[config.mk]
export PLATFORM = sky130hd
export DESIGN_NAME = echo_request_m2p
export DESIGN_NICKNAME = d
export VERILOG_FILES = /design/src/rtl/echo_request_m2p.sv
export SDC_FILE = /design/constraint.sdc
export NUM_CORES = 1
export LEC_CHECK = 0
export CAP_MARGIN = 20
export CORE_MARGIN = 4
export CORE_UTILIZATION = 38
export CTS_BUF_LIST = sky130_fd_sc_hd__clkbuf_4 sky130_fd_sc_hd__clkbuf_8 sky130_fd_sc_hd__clkbuf_16
export DETAILED_ROUTE_END_ITERATION = 7
export GPL_ROUTABILITY_DRIVEN = 0
export PLACE_DENSITY = 0.89
export SYNTH_ARGS = -nofsm -noshare
export SYNTH_HDL_FRONTEND = slang
export SYNTH_SLANG_ARGS = --single-unit
export TNS_END_PERCENT = 20
[constraint.sdc]
create_clock -name CLK -period 1.7 [get_ports CLK]
set_input_delay 0.425 -clock CLK [delete_from_list [all_inputs] [get_ports CLK]]
set_output_delay 0.425 -clock CLK [all_outputs]
set_load 0.05 [all_outputs]
[src/rtl/echo_request_m2p.sv]
// Method-to-pipe request encoder: each accepted method call becomes one 128-bit
// message that is queued in a small circular buffer and drained onto the pipe.
module echo_request_m2p #(
  parameter int DEPTH = 2
) (
  input  logic                         CLK,
  input  logic                         nRST,
  input  logic                         method_say__ENA,
  input  logic [31:0]                  method_say_v,
  input  logic                         method_say2__ENA,
  input  logic [15:0]                  method_say2_a,
  input  logic [15:0]                  method_say2_b,
  input  logic                         method_setLeds__ENA,
  input  logic [7:0]                   method_setLeds_v,
  input  logic                         method_zsay4__ENA,
  output logic                         method_say__RDY,
  output logic                         method_say2__RDY,
  output logic                         method_setLeds__RDY,
  output logic                         method_zsay4__RDY,
  output logic                         pipe_enq__ENA,
  output logic [127:0]                 pipe_enq_v,
  input  logic                         pipe_enq__RDY,
  output logic [$clog2(DEPTH+1)-1:0]   count,
  output logic                         collision
);

  localparam int PW = $clog2(DEPTH);
  localparam int CW = $clog2(DEPTH + 1);
  localparam logic [CW-1:0] FULL = CW'(DEPTH);

  logic [127:0]  mem_q [DEPTH];
  logic [127:0]  mem_d [DEPTH];
  logic [PW-1:0] rd_ptr_q, rd_ptr_d;
  logic [PW-1:0] wr_ptr_q, wr_ptr_d;
  logic [CW-1:0] count_q, count_d;
  logic          collision_q, collision_d;

  logic          rdy;
  logic          any_ena;
  logic          multi_ena;
  logic          push;
  logic          pop;
  logic [127:0]  msg;

  always_comb begin
    rdy       = (count_q != FULL);
    any_ena   = method_say__ENA | method_say2__ENA | method_setLeds__ENA | method_zsay4__ENA;
    multi_ena = (method_say__ENA & (method_say2__ENA | method_setLeds__ENA | method_zsay4__ENA))
              | (method_say2__ENA & (method_setLeds__ENA | method_zsay4__ENA))
              | (method_setLeds__ENA & method_zsay4__ENA);
    push      = rdy & any_ena;
    pop       = (count_q != '0) & pipe_enq__RDY;

    // Fixed priority: say > say2 > setLeds > zsay4.
    if (method_say__ENA)
      msg = {64'd0, method_say_v, 16'd0, 16'd2};
    else if (method_say2__ENA)
      msg = {64'd0, method_say2_b, method_say2_a, 16'd1, 16'd2};
    else if (method_setLeds__ENA)
      msg = {88'd0, method_setLeds_v, 16'd2, 16'd2};
    else
      msg = {96'd0, 16'd3, 16'd1};

    mem_d = mem_q;
    if (push)
      mem_d[wr_ptr_q] = msg;

    wr_ptr_d    = push ? wr_ptr_q + 1'b1 : wr_ptr_q;
    rd_ptr_d    = pop  ? rd_ptr_q + 1'b1 : rd_ptr_q;
    collision_d = collision_q | (push & multi_ena);

    case ({push, pop})
      2'b10:   count_d = count_q + CW'(1);
      2'b01:   count_d = count_q - CW'(1);
      default: count_d = count_q;
    endcase
  end

  always_ff @(posedge CLK or negedge nRST) begin
    if (!nRST) begin
      for (int i = 0; i < DEPTH; i++)
        mem_q[i] <= '0;
      rd_ptr_q    <= '0;
      wr_ptr_q    <= '0;
      count_q     <= '0;
      collision_q <= 1'b0;
    end else begin
      mem_q       <= mem_d;
      rd_ptr_q    <= rd_ptr_d;
      wr_ptr_q    <= wr_ptr_d;
      count_q     <= count_d;
      collision_q <= collision_d;
    end
  end

  // The head entry is read straight from storage so the pipe never sees method inputs.
  assign pipe_enq_v          = mem_q[rd_ptr_q];
  assign pipe_enq__ENA       = pop;
  assign method_say__RDY     = rdy;
  assign method_say2__RDY    = rdy;
  assign method_setLeds__RDY = rdy;
  assign method_zsay4__RDY   = rdy;
  assign count               = count_q;
  assign collision           = collision_q;

endmodule

== Word level (Yosys, flattened, before mapping) ==
Index checks and enable logic that the tools add are counted.

* Flip-flop bits (word level): 261
* Bits in latches: 0
* Memory bits (writable): 0
* ROM bits: 0
* Input bits: 79
* Memories: 0

* $add $sub $neg: 4
* Multiply operators: 0
* Divide/modulo/power cells: 0
* Order comparisons: 3
* Equality and inequality tests: 3
* Shift operators: 0
* Muxes and demuxes: 10
* Bitwise gates (word level): 17
* Reduce and logical (&&, ||, !) cells: 3

{| class="wikitable"
|+ Operators by type and width
! kind !! count
|-
| 128-bit 2-to-1 mux || 5
|-
| 256-bit bitwise mux || 1
|-
| 128-bit demux with 1-bit select || 1
|-
| 64-bit 2-to-1 mux || 1
|-
| 40-bit 2-to-1 mux || 1
|-
| 1-bit bitwise OR || 9
|-
| 1-bit AND || 6
|-
| 2-bit >= comparator (second input constant) || 2
|-
| 1-bit inverter with 2-bit output || 2
|-
| 2-bit case mux with 2 select lines || 1
|-
| 2-bit nonzero test || 2
|-
| 1-bit adder (second input constant) || 2
|-
| 2-bit by 1-bit adder with 2-bit output (second input constant) || 1
|-
| 2-bit by 1-bit == test with 1-bit output (second input constant) || 1
|-
| 2-bit == test (second input constant) || 1
|-
| 2-bit by 1-bit < comparator with 1-bit output (second input constant) || 1
|-
| 2-bit != test (second input constant) || 1
|-
| 2-bit by 1-bit subtractor with 2-bit output (second input constant) || 1
|-
| 1-bit logical AND || 1
|}

== Logic depth before layout (Yosys ltp) ==
* Depth after elaboration: 7
* Mapped depth: 5
* Depth with buffers taken out: 3

== Least setup slack after synthesis ==
OpenSTA, ideal clock, no wires.

* Path kind: reg2out
* Start: reg count_q[1] (netlist: count[1])
* End: out method_say__RDY
* Data arrival time: 1.644 ns
* Data required time: 1.275 ns
* Slack: -0.369 ns
* Stages on the path, launching flop included: 4
* Buffers on the path: 1
* Path through: dfrtp_1 nor2b_1 inv_1 buf_4

* Word-level cells in the longest chain between the ends: 1

{| class="wikitable"
|+ RTL lines
! what !! RTL line !! RTL
|-
| start: declaration || 35 || <nowiki>logic [CW-1:0] count_q, count_d;</nowiki>
|-
| start signal: assignment || 91 || <nowiki>count_q <= count_d;</nowiki>
|-
| 2-bit != test || 46 || <nowiki>rdy = (count_q != FULL);</nowiki>
|-
| end: declaration || 16 || <nowiki>output logic method_say__RDY,</nowiki>
|}

Every way passes these cells.

== Final worst setup path ==
* Start: reg rd_ptr_q
* End: out pipe_enq_v[33]

* Word-level cells in the longest chain between the ends: 4

{| class="wikitable"
|+ RTL lines
! what !! RTL line !! RTL
|-
| start: declaration || 33 || <nowiki>logic [PW-1:0] rd_ptr_q, rd_ptr_d;</nowiki>
|-
| start signal: assignment || 89 || <nowiki>rd_ptr_q <= rd_ptr_d;</nowiki>
|-
| 1-bit inverter with 2-bit output (not written as such) || 97 || <nowiki>assign pipe_enq_v = mem_q[rd_ptr_q];</nowiki>
|-
| 128-bit 2-to-1 mux (not written as such) (3 in series) || 97 ||
|-
| end: declaration || 21 || <nowiki>output logic [127:0] pipe_enq_v,</nowiki>
|}

Every way passes these cells. The select of a mux whose other input is x is not followed.

==> run_results.csv <==
group,metric,value,unit
setup_path,critPathSlowestCell,"dfrtp_2",
clock_tree,post_cts_buffers,0,
job,drv_cap,0,
power,cellPowerDensity,2191,mW/mm²
grt,antenna_found_initial,0,
floorplanning,initial_core_util,0.3882,
layout,final_net_count,592,
route,drcViolationCount,0,
yosys,synth_edf_count,0,
power,power.leakage,3.014,nW
sta,fmaxAchievable,529.7,MHz
hold_path,hp-class,"primary input to asynchronous set/reset pin",
setup_path,required,1.27,ns
layout,regArea,0.001931,mm²
layout,multi_input_area,0.002370,mm²
sta,fin_crit_sh,1.111,
placement,hpwl,8.171,mm
grt,grt_max_degree,39,
yosys,synth-seq-cells,77,
placement,dp_slack,-0.4455,ns
route,wl_per_cell,16.38,µm
setup_path,arrival,1.46,ns
setup_path,end_kind,"output port",
clock_tree,cts_sinks,77,
clock_tree,cts_tree,"yes",
clock_tree,clock_latency,0.33,ns
yosys,synth-main-ff-cell,"dfrtp_1",
grt,track_usage,0.1553,
power,ir_drop,1221,µV
sta,period_minus_slack,1.888,ns
layout,drive_gt1_frac,0.3900,
sta,rsz0062_at_grt,"true",
status,violations,"negative setup slack",
sta,setup_viol_count_final,36,
yosys,syn_avg_cell_area,12.19,µm²
layout,syn2layout_area_growth,37.31,%
sta,slew_viol_final,0,
setup_path,path_cells,"buf_12 -> mux2_2 -> buf_6",
layout,fillers,996,
floorplanning,io_pins,215,
yosys,synthCells,384,
grt,gr-total-overflow,0,
layout,antenna_cells,0,
grt,grt_first_pass_wirelength,17.50,mm
layout,final_core_util,0.5330,
clock_tree,cts_buffer_depth,2,
floorplanning,num_rows,40,
status,status,"finished, violations left",
yosys,yosys.cell_types.count,28,
sta,fin_ws,-0.1880,ns
route,wl,11.24,mm
clock_tree,numCtsBuffers,9,
route,ant_nets,0,
route,via_per_inst,4.554,
sta,hold_violations,0,
sta,clock_skew,0.01426,ns
clock_tree,clkTransAtPathRegs,0.06,ns
yosys,synth.yosys.warnings,0,
route,drt_iter0_drc,120,
route,firstDrtPassIters,4,
route,route.vias.total,3124,
setup_path,critPathLaunchType,"register",
yosys,netlist_area,0.004682,mm²
floorplanning,die_width,119,µm
placement,numPortBuffers,122,
power,power,0.01408,W
setup_path,path_class,"register to output port",
clock_tree,clockRootBuffer,"clkbuf_16",
floorplanning,fp.dieH,119,µm
setup_path,crit_path_max_fanout,20,
floorplanning,fp.dieArea,0.01416,mm²
yosys,seq_area_frac_synth,0.4115,
setup_path,cp_top_family,"flip-flops",
yosys,synthArstFlopShare,1.000,
grt,first_global_vias,3360,
setup_path,max_stage_delay,0.41,ns
setup_path,critical_path_buf_inv_count,2,
floorplanning,core_area,0.01206,mm²
clock_tree,htreeDepth,3,
[what timing repair did]
action                                  4_1_cts  5_1_grt
endpoints found under the setup margin      103       44
pin swaps                                     1        0
gates resized for setup                      52       12
hold buffers                                  0        0
gates cloned                                  0        0
[cells by family (layout without fill, tap and decap cells)]
group                  Yosys count  count (layout)  synth area share
other                            1              92         0.0008009
AND/OR/NAND/NOR                 28              28           0.04356
flip-flops                      77              77            0.4115
XOR/XNOR                         4               4          0.007484
buffers and inverters          119             162            0.1817
multiplexers                   108             108            0.2838
AO/OA/AOI/OAI                   47              47           0.07109
[power breakdown]
part	internal (W)	switching, W
Sequential	0.00271	0.000494
Combinational	0.00405	0.00477
Clock	0.00136	0.000712
[layout make-up]
cell class | count | area share
Multi-Input combinational cell | 279 | 0.3686
Clock inverter | 4 | 0.01129
Inverter | 3 | 0.002530
Tap cell | 168 | 0.03270
Sequential cell | 77 | 0.3003
Clock buffer | 12 | 0.03951
Timing Repair Buffer | 143 | 0.2450
[cells in the mapped netlist (all sizes together) (2+ instances only)]
| cell | instances | share of area |
|---|---|---|
| a21oi | 18 | 0.019 |
| a22o | 23 | 0.043 |
| buf | 107 | 0.17 |
| clkbuf | 9 | 0.0072 |
| dfrtp | 77 | 0.41 |
| inv | 3 | 0.0024 |
| mux2 | 108 | 0.28 |
| nand2 | 2 | 0.0016 |
| nand3b | 8 | 0.013 |
| nor2 | 2 | 0.0016 |
| nor2b | 10 | 0.013 |
| nor3 | 2 | 0.0045 |
| o211ai | 2 | 0.0032 |
| o21ai | 2 | 0.0021 |
| xnor2 | 2 | 0.0037 |
| xor2 | 2 | 0.0037 |
[routing by layer]
layer,global-route usage,vias up,part of all wire
li1,-,1413,-
met1,0.1773,1560,0.39
met2,0.2791,138,0.52
met3,0.04321,13,0.071
met4,0.05069,0,0.014
met5,0,-,0
[sequential cells by signal, summed over array words and instances, names as in the netlist]
signal / count
mem_q: 72
wr_ptr_q: 1
count: 2
collision: 1
rd_ptr_q: 1
[worst register-to-register path: cells and delay by family (launching register included)]
kind | cells | cell delay [ns]
DFF | 1 | 0.40
muxes | 1 | 0.38
buffers and inverters | 1 | 0.27
and+or+nand+nor | 2 | 0.48
[per-stage QoR]
step / area (µm²) / setup TNS, ns / std cells / hold slack [ns]
4_1_cts: 6385 / -6.491 / 686 / 0.03846
5_1_grt: 6429 / -7.153 / 686 / 0.06521
6_report: 6429 / -5.715 / 686 / 0.03057
3_5_place_dp: 5887 / -29.85 / 670 / 0.3927
3_3_place_gp: 5887 / -27.45 / 670 / 0.3863
2_1_floorplan: 5082 / -2.649 / 475 / 0.1294
[path summary, 6_finish.rpt]
kind                                         from                endpoint  slack (ns)  cells past startpoint
min reg2reg                mem_q[190]$_DFFE_PN0P_  mem_q[190]$_DFFE_PN0P_        0.50                      1
max reg2reg                  count[1]$_DFFE_PN0P_   mem_q[34]$_DFFE_PN0P_        0.04                      4
max                          rd_ptr_q$_DFFE_PN0P_          pipe_enq_v[33]       -0.19                      3
max in group asynchronous                    nRST  mem_q[162]$_DFFE_PN0P_        1.12                      2
min                                          nRST   mem_q[45]$_DFFE_PN0P_        0.03                      1
min in group CLK           mem_q[190]$_DFFE_PN0P_  mem_q[190]$_DFFE_PN0P_        0.50                      1
[cells in the final DEF, fill, tap and decap left out, types with 2 or more instances in the layout]
master	netlist	final
a21oi_1	18	18
a22o_1	23	23
buf_12	0	14
buf_4	98	14
buf_6	4	38
bufinv_16	0	2
clkbuf_16	0	9
clkbuf_4	0	2
clkdlybuf4s50_1	0	73
conb_1	1	92
dfrtp_1	77	74
dfrtp_2	0	3
dlygate4sd2_1	0	3
mux2_1	2	2
mux2_2	76	48
mux2_4	30	58
nand2_1	2	2
nand3b_1	8	8
nor2_1	2	2
nor2b_1	10	8
o211ai_1	2	2
xnor2_1	2	2
xor2_1	2	2
Note: power is estimated with default switching activity, not from simulation.
